### src/rtl/enc_pkg.sv
// rtl/enc_pkg.sv - shared mode constants, step encoding and quadrature decode for the encoder channel
package enc_pkg;

    localparam logic [1:0] ENC_MODE_X4 = 2'd0;
    localparam logic [1:0] ENC_MODE_X2 = 2'd1;
    localparam logic [1:0] ENC_MODE_X1 = 2'd2;

    typedef logic signed [1:0] enc_step_t;

    localparam enc_step_t ENC_STEP_FWD  = 2'sb01;
    localparam enc_step_t ENC_STEP_NONE = 2'sb00;
    localparam enc_step_t ENC_STEP_REV  = 2'sb11;

    // AB is packed {A,B}; forward order is 00->01->11->10->00, jumps of both bits give no step
    function automatic enc_step_t enc_decode(input logic [1:0] prev_ab,
                                             input logic [1:0] cur_ab,
                                             input logic [1:0] mode);
        logic fwd;
        logic rev;
        logic a_chg;
        fwd = (prev_ab == 2'b00 && cur_ab == 2'b01) || (prev_ab == 2'b01 && cur_ab == 2'b11) ||
              (prev_ab == 2'b11 && cur_ab == 2'b10) || (prev_ab == 2'b10 && cur_ab == 2'b00);
        rev = (prev_ab == 2'b01 && cur_ab == 2'b00) || (prev_ab == 2'b11 && cur_ab == 2'b01) ||
              (prev_ab == 2'b10 && cur_ab == 2'b11) || (prev_ab == 2'b00 && cur_ab == 2'b10);
        a_chg = prev_ab[1] ^ cur_ab[1];
        enc_decode = ENC_STEP_NONE;
        case (mode)
            ENC_MODE_X2: begin
                if (a_chg && fwd) enc_decode = ENC_STEP_FWD;
                else if (a_chg && rev) enc_decode = ENC_STEP_REV;
            end
            ENC_MODE_X1: begin
                if (prev_ab == 2'b01 && cur_ab == 2'b11) enc_decode = ENC_STEP_FWD;
                else if (prev_ab == 2'b11 && cur_ab == 2'b01) enc_decode = ENC_STEP_REV;
            end
            default: begin
                if (fwd) enc_decode = ENC_STEP_FWD;
                else if (rev) enc_decode = ENC_STEP_REV;
            end
        endcase
    endfunction

endpackage

### src/rtl/enc_input_filter.sv
// rtl/enc_input_filter.sv - 2-FF synchroniser plus stability filter for one asynchronous input bit
module enc_input_filter #(
    parameter int FILTER_LEN = 4
) (
    input  logic clk,
    input  logic reset,
    input  logic din,
    output logic dout
);

    logic sync1_q, sync1_d;
    logic sync2_q, sync2_d;

    always_comb begin
        sync1_d = din;
        sync2_d = sync1_q;
    end

    always_ff @(posedge clk) begin
        if (!reset) begin
            sync1_q <= 1'b0;
            sync2_q <= 1'b0;
        end else begin
            sync1_q <= sync1_d;
            sync2_q <= sync2_d;
        end
    end

    if (FILTER_LEN == 0) begin : g_bypass
        assign dout = sync2_q;
    end else begin : g_filter
        localparam int CNT_W = $clog2(FILTER_LEN + 1);

        logic             filt_q, filt_d;
        logic [CNT_W-1:0] cnt_q, cnt_d;

        // cnt_q holds how many consecutive cycles the synced bit has differed from the output
        always_comb begin
            filt_d = filt_q;
            cnt_d  = '0;
            if (sync2_q != filt_q) begin
                if (cnt_q == CNT_W'(FILTER_LEN - 1)) filt_d = sync2_q;
                else cnt_d = cnt_q + CNT_W'(1);
            end
        end

        always_ff @(posedge clk) begin
            if (!reset) begin
                filt_q <= 1'b0;
                cnt_q  <= '0;
            end else begin
                filt_q <= filt_d;
                cnt_q  <= cnt_d;
            end
        end

        assign dout = filt_q;
    end

endmodule

### src/rtl/quad_encoder_channel.sv
// rtl/quad_encoder_channel.sv - quadrature encoder channel; velocity window built only with ENC_VELOCITY_EN
module quad_encoder_channel
    import enc_pkg::*;
#(
    parameter int WIDTH         = 32,
    parameter int FILTER_LEN    = 4,
    parameter int WINDOW_CYCLES = 100000
) (
    input  logic             clk,
    input  logic             reset,
    input  logic             enable,
    input  logic             enc_a,
    input  logic             enc_b,
    input  logic             enc_z,
    input  logic [1:0]       mode,
    input  logic             load,
    input  logic [WIDTH-1:0] load_value,
    input  logic             err_clear,
    output logic [WIDTH-1:0] position,
    output logic             direction,
    output logic [WIDTH-1:0] index_pos,
    output logic             index_valid,
    output logic             err,
    output logic [WIDTH-1:0] velocity,
    output logic             velocity_valid
);

    if (WINDOW_CYCLES < 2) begin : g_window_check
        $error("WINDOW_CYCLES must be at least 2");
    end

    logic a_f, b_f, z_f;

    enc_input_filter #(.FILTER_LEN(FILTER_LEN)) u_filt_a (.clk(clk), .reset(reset), .din(enc_a), .dout(a_f));
    enc_input_filter #(.FILTER_LEN(FILTER_LEN)) u_filt_b (.clk(clk), .reset(reset), .din(enc_b), .dout(b_f));
    enc_input_filter #(.FILTER_LEN(FILTER_LEN)) u_filt_z (.clk(clk), .reset(reset), .din(enc_z), .dout(z_f));

    logic [1:0]       prev_ab_q, prev_ab_d;
    logic             z_prev_q, z_prev_d;
    logic [WIDTH-1:0] position_q, position_d;
    logic             direction_q, direction_d;
    logic [WIDTH-1:0] index_pos_q, index_pos_d;
    logic             index_valid_q, index_valid_d;
    logic             err_q, err_d;
    enc_step_t        step;
    logic [WIDTH-1:0] step_ext;
    logic             illegal;

    always_comb begin
        step          = enc_decode(prev_ab_q, {a_f, b_f}, mode);
        step_ext      = WIDTH'(step);
        illegal       = (prev_ab_q ^ {a_f, b_f}) == 2'b11;
        prev_ab_d     = {a_f, b_f};
        z_prev_d      = z_f;
        position_d    = position_q;
        direction_d   = direction_q;
        if (load) begin
            position_d = load_value;
        end else if (enable) begin
            position_d = position_q + step_ext;
            if (step != ENC_STEP_NONE) direction_d = (step == ENC_STEP_FWD);
        end
        // index captures the value position takes this cycle, independent of enable
        index_pos_d   = index_pos_q;
        index_valid_d = 1'b0;
        if (z_f && !z_prev_q) begin
            index_pos_d   = position_d;
            index_valid_d = 1'b1;
        end
        err_d = illegal | (err_q & ~err_clear);
    end

    always_ff @(posedge clk) begin
        if (!reset) begin
            prev_ab_q     <= 2'b00;
            z_prev_q      <= 1'b0;
            position_q    <= '0;
            direction_q   <= 1'b0;
            index_pos_q   <= '0;
            index_valid_q <= 1'b0;
            err_q         <= 1'b0;
        end else begin
            prev_ab_q     <= prev_ab_d;
            z_prev_q      <= z_prev_d;
            position_q    <= position_d;
            direction_q   <= direction_d;
            index_pos_q   <= index_pos_d;
            index_valid_q <= index_valid_d;
            err_q         <= err_d;
        end
    end

    assign position    = position_q;
    assign direction   = direction_q;
    assign index_pos   = index_pos_q;
    assign index_valid = index_valid_q;
    assign err         = err_q;

`ifdef ENC_VELOCITY_EN
    localparam int WIN_W = $clog2(WINDOW_CYCLES);

    logic [WIN_W-1:0] win_q, win_d;
    logic [WIDTH-1:0] acc_q, acc_d;
    logic [WIDTH-1:0] velocity_q, velocity_d;
    logic             velocity_valid_q, velocity_valid_d;
    logic [WIDTH-1:0] counted;

    // accumulator follows counted steps only, so a preload does not disturb the rate
    always_comb begin
        counted          = enable ? step_ext : '0;
        velocity_d       = velocity_q;
        velocity_valid_d = 1'b0;
        if (win_q == WIN_W'(WINDOW_CYCLES - 1)) begin
            win_d            = '0;
            acc_d            = '0;
            velocity_d       = acc_q + counted;
            velocity_valid_d = 1'b1;
        end else begin
            win_d = win_q + WIN_W'(1);
            acc_d = acc_q + counted;
        end
    end

    always_ff @(posedge clk) begin
        if (!reset) begin
            win_q            <= '0;
            acc_q            <= '0;
            velocity_q       <= '0;
            velocity_valid_q <= 1'b0;
        end else begin
            win_q            <= win_d;
            acc_q            <= acc_d;
            velocity_q       <= velocity_d;
            velocity_valid_q <= velocity_valid_d;
        end
    end

    assign velocity       = velocity_q;
    assign velocity_valid = velocity_valid_q;
`else
    assign velocity       = '0;
    assign velocity_valid = 1'b0;
`endif

endmodule

### config.mk
export PLATFORM = sky130hd
export DESIGN_NAME = quad_encoder_channel
export DESIGN_NICKNAME = d
export VERILOG_FILES = /design/src/rtl/enc_pkg.sv /design/src/rtl/enc_input_filter.sv /design/src/rtl/quad_encoder_channel.sv
export SDC_FILE = /design/constraint.sdc
export NUM_CORES = 1
export LEC_CHECK = 0
export ABC_AREA = 1
export CAP_MARGIN = 20
export CORE_AREA = 10 10 120 122
export DETAILED_ROUTE_END_ITERATION = 16
export DIE_AREA = 0 0 130 132
export PLACE_DENSITY_LB_ADDON = 0.2
export SLEW_MARGIN = 20
export SYNTH_ARGS = -nofsm -noshare
export SYNTH_HDL_FRONTEND = slang
export SYNTH_HIERARCHICAL = 1
export SYNTH_SLANG_ARGS = --single-unit
### constraint.sdc
create_clock -name clk -period 4 [get_ports clk]
set_input_delay 0.8 -clock clk [delete_from_list [all_inputs] [get_ports clk]]
set_output_delay 0.8 -clock clk [all_outputs]
set_load 0.02 [all_outputs]
==> results.cfg <==
[outcome]
status = complete, no violations

[global_routing]
antenna_found_initial = 0
grt_use_met2_pct = 33.0
busiest_layer = met2
grt_pass1_vias = 5964
grt_use_met3_pct = 5.31
track_usage_pct = 21.2
grt_overflow = 0
grt_first_pass_wirelength_um = 29800
met1_usage_pct = 29.1
grt_max_degree = 54

[cts]
clk_pin_slew_ns = 0.06
cts_num_sinks = 88
clk_path_buf_depth = 2
cts_tree = built
clk_latency_ns = 0.34
cts_hold_buf = 0
ctsRootBufferMaster = clkbuf_16
ctsResizeCount = 0
postCtsSetupRepairBufs = 0
htree_levels = 3
cts_buffers = 9

[route]
drtIter0Drc = 570
antenna_left = 0
wl_per_cell_um = 14.7
drtPass1Iterations = 5
wl_um = 18500
vias = 6374
avgViaCountPerCell = 5.06
drcViolationCount = 0

[logic_synthesis]
synth_top_area_share_pct = 29.5
syn_area_um2 = 5960
synth_cells = 944
syn_area_per_cell_um2 = 6.32
yosys-top-cells-area = dfxtp_1 30%, nand2_1 15%, nor2_1 9.8%
ys_warn_count = 6
synth_seq_cells = 88
yosysSeqAreaShare_pct = 29.5
synth_cell_types = 36
synth_largest_area_cell = dfxtp_1

[die]
fp.dieArea_um2 = 17200
initial_utilization_pct = 50.1
die_width_um = 130
core_um2 = 11900
rows = 40
ioPinCount = 142
die_h_um = 132

[final_layout]
final_nets = 1191
seq_area_um2 = 1760
final_cells = 1260
drive_gt1_share_pct = 11.1
n_fill_cell = 1105
syn_to_final_growth_pct = 32.3
final_common_cell = nand2_1
multi_input_area_um2 = 3570
final_cell_mix = 236 x nand2_1, 153 x nor2_1, 110 x inv_1
diodes = 0
fin_util_pct = 66.2

[sta]
rsz0062_at_grt = false
maxSlewHeadroom_pct = 34.3
whs_ns = 0.415
setup_tns_ns = 0
maxSlewViolCount = 0
clock.fmax_mhz = 267
fin_crit_ns = 3.74
worst_pin_slew_ns = 0.984
finalSetupViolCount = 0
period_share_pct = 93.6
skew_ns = 0.00554
hold_viol = 0

[worst_setup_path]
crit_type = input pin to flop
worstSetupEndpointType = flop
critPathLaunchType = input pin
worst-path-max-fanout = 26
worst_ep_arrival_time_ns = 3.98
critical_path_required_ns = 4.24

[run]
cap_violations = 0

[placed_design]
gp_congestion = 0.946
hpwl_um = 14500
dp_cells = 1244
port_buffers = 108

[power]
powerDensity_nw_per_um2 = 326
ir_drop_uv = 234
p_leak_uw = 0.00388
power_uw = 2570

[hold_path]
hold_class = flop to flop
## per-layer routing
| metal | part of all wire, % | vias to the layer above |
|---|---|---|
| li1 | - | 3264 |
| met1 | 47 | 2879 |
| met2 | 45 | 221 |
| met3 | 7.7 | 10 |
| met4 | 0.77 | 0 |
| met5 | 0 | - |
## synth_stat cells (all sizes together)
library cell,n
nand2,242
nor2,161
inv,116
dfxtp,88
nand3,73
a21oi,71
buf,40
ha,40
o21ai,34
clkbuf,20
o211ai,15
xor2,9
nand4,6
nor3,5
xnor2,5
a21o,3
o21bai,3
and2,2
nand3b,2
nor4,2
o21a,2
or2,2
a31oi,1
conb,1
fa,1
## worst max-delay path, stage by stage
cell             delay (ns)
clkdlybuf4s50_1        0.47
inv_1                  0.05
ha_1                   0.31
nor2_2                 0.19
nand2_2                0.08
nand2_2                0.06
inv_1                  0.07
buf_12                 0.16
ha_1                   0.34
a21oi_1                0.23
nand2_1                0.13
a21oi_1                0.16
nor2_1                 0.06
nor3_1                 0.17
buf_4                  0.16
nand2_1                0.04
nand2_1                0.05
nand3_1                0.10
nand2_1                0.12
nand3_1                0.10
nand2_1                0.07
inv_1                  0.04
## kinds of logic (layout without fill, tap and decap cells)
logic type / Yosys count / in the layout / synth area share (%)
buffers and inverters: 176 / 313 / 13.3
and+or+nand+nor: 495 / 495 / 34.1
DFF: 88 / 88 / 29.5
AOI/OAI and AO/OA: 129 / 129 / 12.2
adders and majority gates: 41 / 41 / 8.73
other: 1 / 33 / 0.0629
xor gates and xnor gates: 14 / 14 / 2.06
## state kept, by name (all words and copies together), names as in the netlist
name / flops
index_pos: 32
position: 32
u_filt_a/g_filter.cnt_q: 3
u_filt_b/g_filter.cnt_q: 3
u_filt_z/g_filter.cnt_q: 3
prev_ab_q: 2
direction: 1
err: 1
index_valid: 1
u_filt_a/dout: 1
u_filt_a/sync1_q: 1
u_filt_a/sync2_q: 1
u_filt_b/dout: 1
u_filt_b/sync1_q: 1
u_filt_b/sync2_q: 1
u_filt_z/dout: 1
u_filt_z/sync1_q: 1
u_filt_z/sync2_q: 1
z_prev_q: 1
## final timing paths
path	startpoint	end	slack, ns	cells after the start
worst max-delay path	mode[0]	index_pos[27]	0.26	22
worst max register to register	u_filt_a/dout	index_pos[27]	0.84	23
worst min register to register	u_filt_a/sync1_q	u_filt_a/sync2_q	0.41	2
worst min-delay path	u_filt_a/sync1_q	u_filt_a/sync2_q	0.41	2
## per-stage QoR
stage                     setup slack, ns  instance area, µm²
after floorplan                     0.540                6080
after global placement            -0.0292                7550
after detailed placement          -0.0946                7550
after CTS                           0.199                7860
after global routing              0.00445                7890
final                               0.256                7890
## where the power goes
group | internal [µW] | switching [µW]
Sequential | 907 | 33.6
Combinational | 333 | 433
Clock | 503 | 361
Total | 1740 | 828
## layout make-up
class                   count  share of cell area [%]
flip-flops and latches     88                    22.3
clock inverters             6                   0.856
inverters                 116                    5.52
repair buffers            181                    20.7
clock buffers              10                    3.03
multi-input cells         712                    45.2
well taps                 147                    2.33
Power figures use the tool's default switching activity.
